$ cat config.mk
export PLATFORM = sky130hd
export DESIGN_NAME = multibit_stream_downsizer
export DESIGN_NICKNAME = d
export VERILOG_FILES = /design/src/rtl/multibit_stream_pkg.sv /design/src/rtl/multibit_stream_downsizer.sv
export SDC_FILE = /design/constraint.sdc
export NUM_CORES = 1
export LEC_CHECK = 0
export CAP_MARGIN = 30
export CORE_MARGIN = 2
export CORE_UTILIZATION = 33
export CTS_BUF_LIST = sky130_fd_sc_hd__clkbuf_8
export CTS_CLUSTER_SIZE = 14
export DETAILED_ROUTE_END_ITERATION = 10
export PLACE_DENSITY = 0.63
export SLEW_MARGIN = 20
export SYNTH_ARGS = -nofsm -noshare
export SYNTH_HDL_FRONTEND = slang
export SYNTH_SLANG_ARGS = --single-unit
export TNS_END_PERCENT = 50
$ cat constraint.sdc
create_clock -name clk -period 3.4 [get_ports clk]
set_clock_uncertainty 0.2 [all_clocks]
set_input_delay 1.02 -clock clk [delete_from_list [all_inputs] [get_ports clk]]
set_output_delay 1.02 -clock clk [all_outputs]
set_load 0.01 [all_outputs]
$ cat src/rtl/multibit_stream_pkg.sv
// Shared types and elaboration helpers for the multibit stream width converters.
package multibit_stream_pkg;

    typedef enum logic {
        EMPTY = 1'b0,
        DRAIN = 1'b1
    } state_t;

    function automatic int ratio_f(input int in_w, input int out_w);
        return in_w / out_w;
    endfunction

    // A one-beat word still needs a 1-bit counter so the port widths stay legal.
    function automatic int cnt_w_f(input int ratio);
        return (ratio > 1) ? $clog2(ratio) : 1;
    endfunction

endpackage

$ cat src/rtl/multibit_stream_downsizer.sv
// Wide-to-narrow stream converter: one DATA_WIDTH word in, RATIO OUT_WIDTH beats out,
// least-significant slice first, with no bubble between consecutive words.
module multibit_stream_downsizer
    import multibit_stream_pkg::*;
#(
    parameter int DATA_WIDTH = 32,
    parameter int OUT_WIDTH  = 8
) (
    input  logic                  clk,
    input  logic                  reset,
    input  logic                  s_valid,
    input  logic [DATA_WIDTH-1:0] s_data,
    input  logic                  s_last,
    output logic                  s_ready,
    output logic                  m_valid,
    output logic [OUT_WIDTH-1:0]  m_data,
    output logic                  m_last,
    input  logic                  m_ready
);

    localparam int RATIO = ratio_f(DATA_WIDTH, OUT_WIDTH);
    localparam int CNT_W = cnt_w_f(RATIO);
    localparam logic [CNT_W-1:0] LAST_CNT = CNT_W'(RATIO - 1);

    if ((DATA_WIDTH % OUT_WIDTH) != 0 || RATIO < 1) begin : g_bad_width
        $error("multibit_stream_downsizer: DATA_WIDTH must be a positive multiple of OUT_WIDTH");
    end

    state_t                state;
    logic [DATA_WIDTH-1:0] hold;
    logic                  hold_last;
    logic [CNT_W-1:0]      cnt;
    logic                  full;
    logic                  at_last;
    logic                  final_beat;

    assign full       = (state == DRAIN);
    assign at_last    = (cnt == LAST_CNT);
    assign final_beat = full && m_ready && at_last;

    // The only combinational path through the block: m_ready lets a new word in
    // on the same edge that retires the last beat of the current one.
    assign s_ready = !full || final_beat;
    assign m_valid = full;
    assign m_last  = full && hold_last && at_last;

    always_ff @(posedge clk) begin
        // NOTE: sequential state uses non-blocking assignments so every register
        // samples the pre-edge values regardless of statement order.
        if (reset) begin
            state     <= EMPTY;
            cnt       <= '0;
            hold_last <= 1'b0;
        end else begin
            case (state)
                EMPTY: begin
                    if (s_valid) begin
                        state     <= DRAIN;
                        cnt       <= '0;
                        hold_last <= s_last;
                    end
                end
                DRAIN: begin
                    if (m_ready) begin
                        if (at_last) begin
                            if (s_valid) begin
                                cnt       <= '0;
                                hold_last <= s_last;
                            end else begin
                                state <= EMPTY;
                            end
                        end else begin
                            cnt <= cnt + CNT_W'(1);
                        end
                    end
                end
                default: state <= EMPTY;
            endcase
        end
    end

    // NOTE: the holding register is deliberately left out of reset; its contents
    // are never observed while EMPTY, so a reset would only cost routing.
    always_ff @(posedge clk) begin
        if (s_valid && s_ready) begin
            hold <= s_data;
        end
    end

    if (RATIO == 1) begin : g_single
        assign m_data = hold;
    end else begin : g_multi
        logic [OUT_WIDTH-1:0] slice [RATIO];
        for (genvar i = 0; i < RATIO; i++) begin : g_slice
            assign slice[i] = hold[i*OUT_WIDTH +: OUT_WIDTH];
        end
        assign m_data = slice[cnt];
    end

endmodule

== Word-level counts from Yosys, hierarchy flattened ==
Cells that the tools add are included.

* Flip-flop bits (word level): 36
* Input bits: 37
* Output and inout port bits: 11
* Word-level logic and storage cells: 34

* Add/subtract/negate cells: 1
* $lt $le $gt $ge: 1
* Equal/unequal tests: 3
* Muxes and demuxes: 15
* Bitwise operators: 2
* Reductions and logical operators: 8

{| class="wikitable"
|+ Operator list
! cell !! count
|-
| binary-select mux 8 bit (select 2 bit) || 1
|-
| two-way mux 8 bit || 2
|-
| two-way mux 1 bit || 6
|-
| two-way mux 2 bit || 3
|-
| logical AND 1 bit || 5
|-
| case mux 1 bit (2 select lines) || 2
|-
| case mux 2 bit (2 select lines) || 1
|-
| greater-or-equal comparator 3 bit, second input constant || 1
|-
| NOT 2 -> 3 bit || 1
|-
| adder 2 x 1 -> 2 bit, second input constant || 1
|-
| equality test 2 bit, second input constant || 1
|-
| inequality test 2 x 1 -> 1 bit, second input constant || 1
|-
| inequality test 2 bit, second input constant || 1
|-
| AND reduction 2 bit || 1
|-
| logical NOT 1 bit || 1
|-
| logical OR 1 bit || 1
|-
| NOT 1 bit || 1
|}

== Logic depth before layout (Yosys ltp) ==
* Word-level depth: 4
* Gate-level depth with buffers: 4
* Depth with buffers taken out: 4

== Least setup slack after synthesis ==
OpenSTA, ideal clock, no wires.

* Path kind: input port to flip-flop
* From: input s_valid
* To: register hold[0], enable pin
* Library setup time: 0.421 ns
* Arrival: 2.456 ns
* Setup slack: 0.323 ns
* Stages on the path: 2
* Path buffers: 0
* Path through: inv_1 -> nor2_1

* Word-level cells in the longest chain between the ends: 1

{| class="wikitable"
|+ Ends and longest elaborated chain
! element !! line !! RTL
|-
| start: declaration || multibit_stream_downsizer.sv:11 || <nowiki>input logic s_valid,</nowiki>
|-
| logical AND 1 bit || multibit_stream_downsizer.sv:85 || <nowiki>if (s_valid && s_ready) begin</nowiki>
|-
| end signal: assignment || multibit_stream_downsizer.sv:86 || <nowiki>hold <= s_data;</nowiki>
|-
| end: declaration || multibit_stream_downsizer.sv:30 || <nowiki>logic [DATA_WIDTH-1:0] hold;</nowiki>
|}

No other way between the ends.
A chain may end at the register's enable or synchronous reset.

== Final worst setup path ==
* From: register cnt[0]
* To: output m_data[0]

* Word-level cells in the longest chain between the ends: 4

{| class="wikitable"
|+ Ends and longest elaborated chain
! element !! line !! RTL
|-
| start: declaration || multibit_stream_downsizer.sv:32 || <nowiki>logic [CNT_W-1:0] cnt;</nowiki>
|-
| start signal: assignment || multibit_stream_downsizer.sv:73 || <nowiki>cnt <= cnt + CNT_W'(1);</nowiki>
|-
| NOT 2 -> 3 bit (implied by the code) || multibit_stream_downsizer.sv:97 || <nowiki>assign m_data = slice[cnt];</nowiki>
|-
| binary-select mux 8 bit (select 2 bit) || multibit_stream_downsizer.sv:97 ||
|-
| two-way mux 8 bit (implied by the code) (2 in a row) || multibit_stream_downsizer.sv:97 ||
|-
| end: declaration || multibit_stream_downsizer.sv:16 || <nowiki>output logic [OUT_WIDTH-1:0] m_data,</nowiki>
|}

No other way between the ends. The select of a mux whose other input is x is not followed.

==> results.ini <==
[global_route]
grt_antenna_before_repair = 0
grt-ovfl-total = 0
grt_pass1_vias = 875
grt_max_degree = 33
track_usage = 0.123
grt_pass1_wl_um = 3970

[floorplan]
dieArea_um2 = 4680
pin_count = 48
rows = 23
die_y_um = 68.4
core_area_um2 = 4000
die_x_um = 68.4
start_util = 0.343

[cells_and_area]
nNetsFinal = 161
final_area_um2 = 2030
syn_to_final_growth_pct = 48.3
num_antenna_cells = 0
drive_above_1_share = 0.161
fin_cells = 174

[setup_path]
r2r_slack_ns = 1.29
cp_top_family = buffers and inverters
path_buf_inv = 2
crit_path_end_kind = output pin
start_kind = register
worstPathRequired_ns = 2.18
cp.arrival_ns = 2.04
slowest_stage = mux4_2
crit_type = reg2out
worst_path_largest_cell_delay_ns = 0.52
r2r_start = cnt[1]$_SDFFE_PP0P_
r2r_cells = 5
cp_max_fo = 7
crit_path_cell_trace = buf_4 -> mux4_2 -> clkdlybuf4s50_1
crit_start = cnt[0]$_SDFFE_PP0P_
rr_endpoint = hold[14]$_DFFE_PP_

[place]
place_area_um2 = 1930
gp_congestion = 0.631
dp_slack_ns = -0.0252
numPlacedInstances = 166
port_buffers = 47
hpwlAfterDp_um = 1830

[outcome]
status = finished, final reports clean

[drt]
drt_drc_violations_left = 0
firstDrtPassIters = 3
postRouteAntennaNets = 0
wl_um = 2510
wire_per_inst_um = 14.4
vias = 825
avgViaCountPerCell = 4.74
drtIter0Drc = 45

[power_and_ir_drop]
power_density_nw_per_um2 = 483
p_leak_nw = 0.694
peakVddDrop_v = 0.000240

[hold_path]
hold_depth = 2
min-delay-start = hold_last$_SDFFE_PP0P_
hold_path_end = hold_last$_SDFFE_PP0P_
min_path_type = reg2reg

[logic_synthesis]
synth.yosys.seq_area_share = 0.760
ys_types = 20
ys.warnings.count = 0
synth_async_sr_flop_share = 0
ys_top_cells_by_count = 32 x edfxtp_1, 7 x mux4_2, 4 x dfxtp_1
syn_area_um2 = 1370
yosysTopAreaCell = edfxtp_1
syn_area_per_cell_um2 = 20.8
yosys.cell_count.top_type = edfxtp_1
synth_top_area_share = 0.701
synth_nets = 104
synthCells = 66
synth_area_leaders = edfxtp_1 70%, mux4_2 12%, dfxtp_1 5.8%, mux4_1 1.9%, a21oi_1 1.1%
synth_flop_cell = edfxtp_1
ys_seq_elements = 36
synth_edf_count = 32

[timing]
rsz0062_at_grt = no
finalSetupViolations = 0
worst_pin_slew_ns = 0.406
max_freq_ghz = 0.306
relSlewSlack = 0.729
whs_ns = 0.281
finalHoldViolCount = 0
worst_slack_ns = 0.135
drv_slew = 0
post-route-period-util = 0.960
min_period_ns = 3.26

[clock_network]
clock_sinks = 36
path_clk_slew_ns = 0.07
clk_path_buf_depth = 2
insertion_delay_ns = 0.28
cts_max_level = 2
cts_setup_buffers = 0
numCtsBuffers = 5
cts_tree = done
cts-root-buf = clkbuf_8

[job]
maxCapViolations = 0

[metal layers]
metal / share of wire / wire, um / GRT usage / vias up
met4: 0.012 / 30 / 0.0450 / 0
met5: 0 / 0 / 0 / -
li1: - / - / - / 382
met3: 0.078 / 196 / 0.0592 / 5
met1: 0.40 / 993 / 0.133 / 404
met2: 0.51 / 1290 / 0.207 / 34
[state kept, by name, summed over array words and instances (netlist names)]
| name | flops |
|---|---|
| hold | 32 |
| cnt | 2 |
| hold_last | 1 |
| m_valid | 1 |
[final cells by class]
cell class / count / area (um2)
Clock buffer: 5 / 68.8
Sequential cell: 36 / 1040
Tap cell: 50 / 62.6
Timing Repair Buffer: 52 / 507
Fill cell: 339 / 1970
Multi-Input combinational cell: 25 / 304
Inverter: 3 / 11.3
Clock inverter: 3 / 37.5
[cell families after synthesis]
logic type	synth area share
flip-flops	0.760
buffers and inverters	0.0201
AND/OR/NAND/NOR	0.0347
adder cells (fa/ha/maj)	0.00913
multiplexers	0.134
AO/OA/AOI/OAI	0.0420
[how the worst max path moves through the flow]
stage	to	slack, ns	cells past startpoint
finish	m_data[0]	0.14	3
global route	m_data[1]	0.04	3
CTS	m_data[0]	0.09	3
detailed placement	s_ready	-0.03	4
global placement	s_ready	-0.005	4
floorplan	hold[0]$_DFFE_PP_	0.32	2
[repair_timing]
| action | 4_1_cts | 5_1_grt |
|---|---|---|
| resized for setup | 1 | 0 |
| endpoints found under the setup margin | 1 | 0 |
| hold buffers | 0 | 0 |
[worst reg2reg max path: cells and delay by family, from the launching register on]
family,cells,cell delay [ns]
buffers and inverters,2,0.52
AO/OA/AOI/OAI,1,0.09
flip-flops,1,0.52
adder cells (fa/ha/maj),1,0.36
AND/OR/NAND/NOR,1,0.07
[per-stage QoR]
stage	util	TNS [ns]	total power, mW
floorplan	-	0	0.560
CTS	0.508	0	0.992
global route	0.508	0	1.02
global placement	0.482	-0.00469	0.629
finish	0.508	0	0.981
detailed placement	0.482	-0.0252	0.633
[cell usage in the layout (no fill, tap or decap)]
cell type,synthesis,layout
clkdlybuf4s50_1,0,46
edfxtp_1,32,32
mux4_2,7,7
clkbuf_8,0,5
buf_4,0,5
dfxtp_1,4,4
inv_1,3,3
a21oi_1,3,3
o211ai_1,2,2
nand3b_1,2,2
clkinv_1,0,2
a21boi_2,1,1
and3_1,1,1
nor2_2,0,1
mux4_1,1,1
nor2b_1,1,1
nor3b_1,1,1
o21ai_1,1,1
o21ai_0,1,1
nand4b_1,1,1
a31oi_1,1,1
ha_1,1,1
bufinv_16,0,1
dlygate4sd2_1,0,1
[report_power, final]
| group | switching [mW] | total [mW] | internal, mW |
|---|---|---|---|
| Sequential | 0.00797 | 0.517 | 0.509 |
| Combinational | 0.0342 | 0.104 | 0.0693 |
| Clock | 0.146 | 0.360 | 0.213 |
Note: power is estimated with default switching activity, not from simulation.
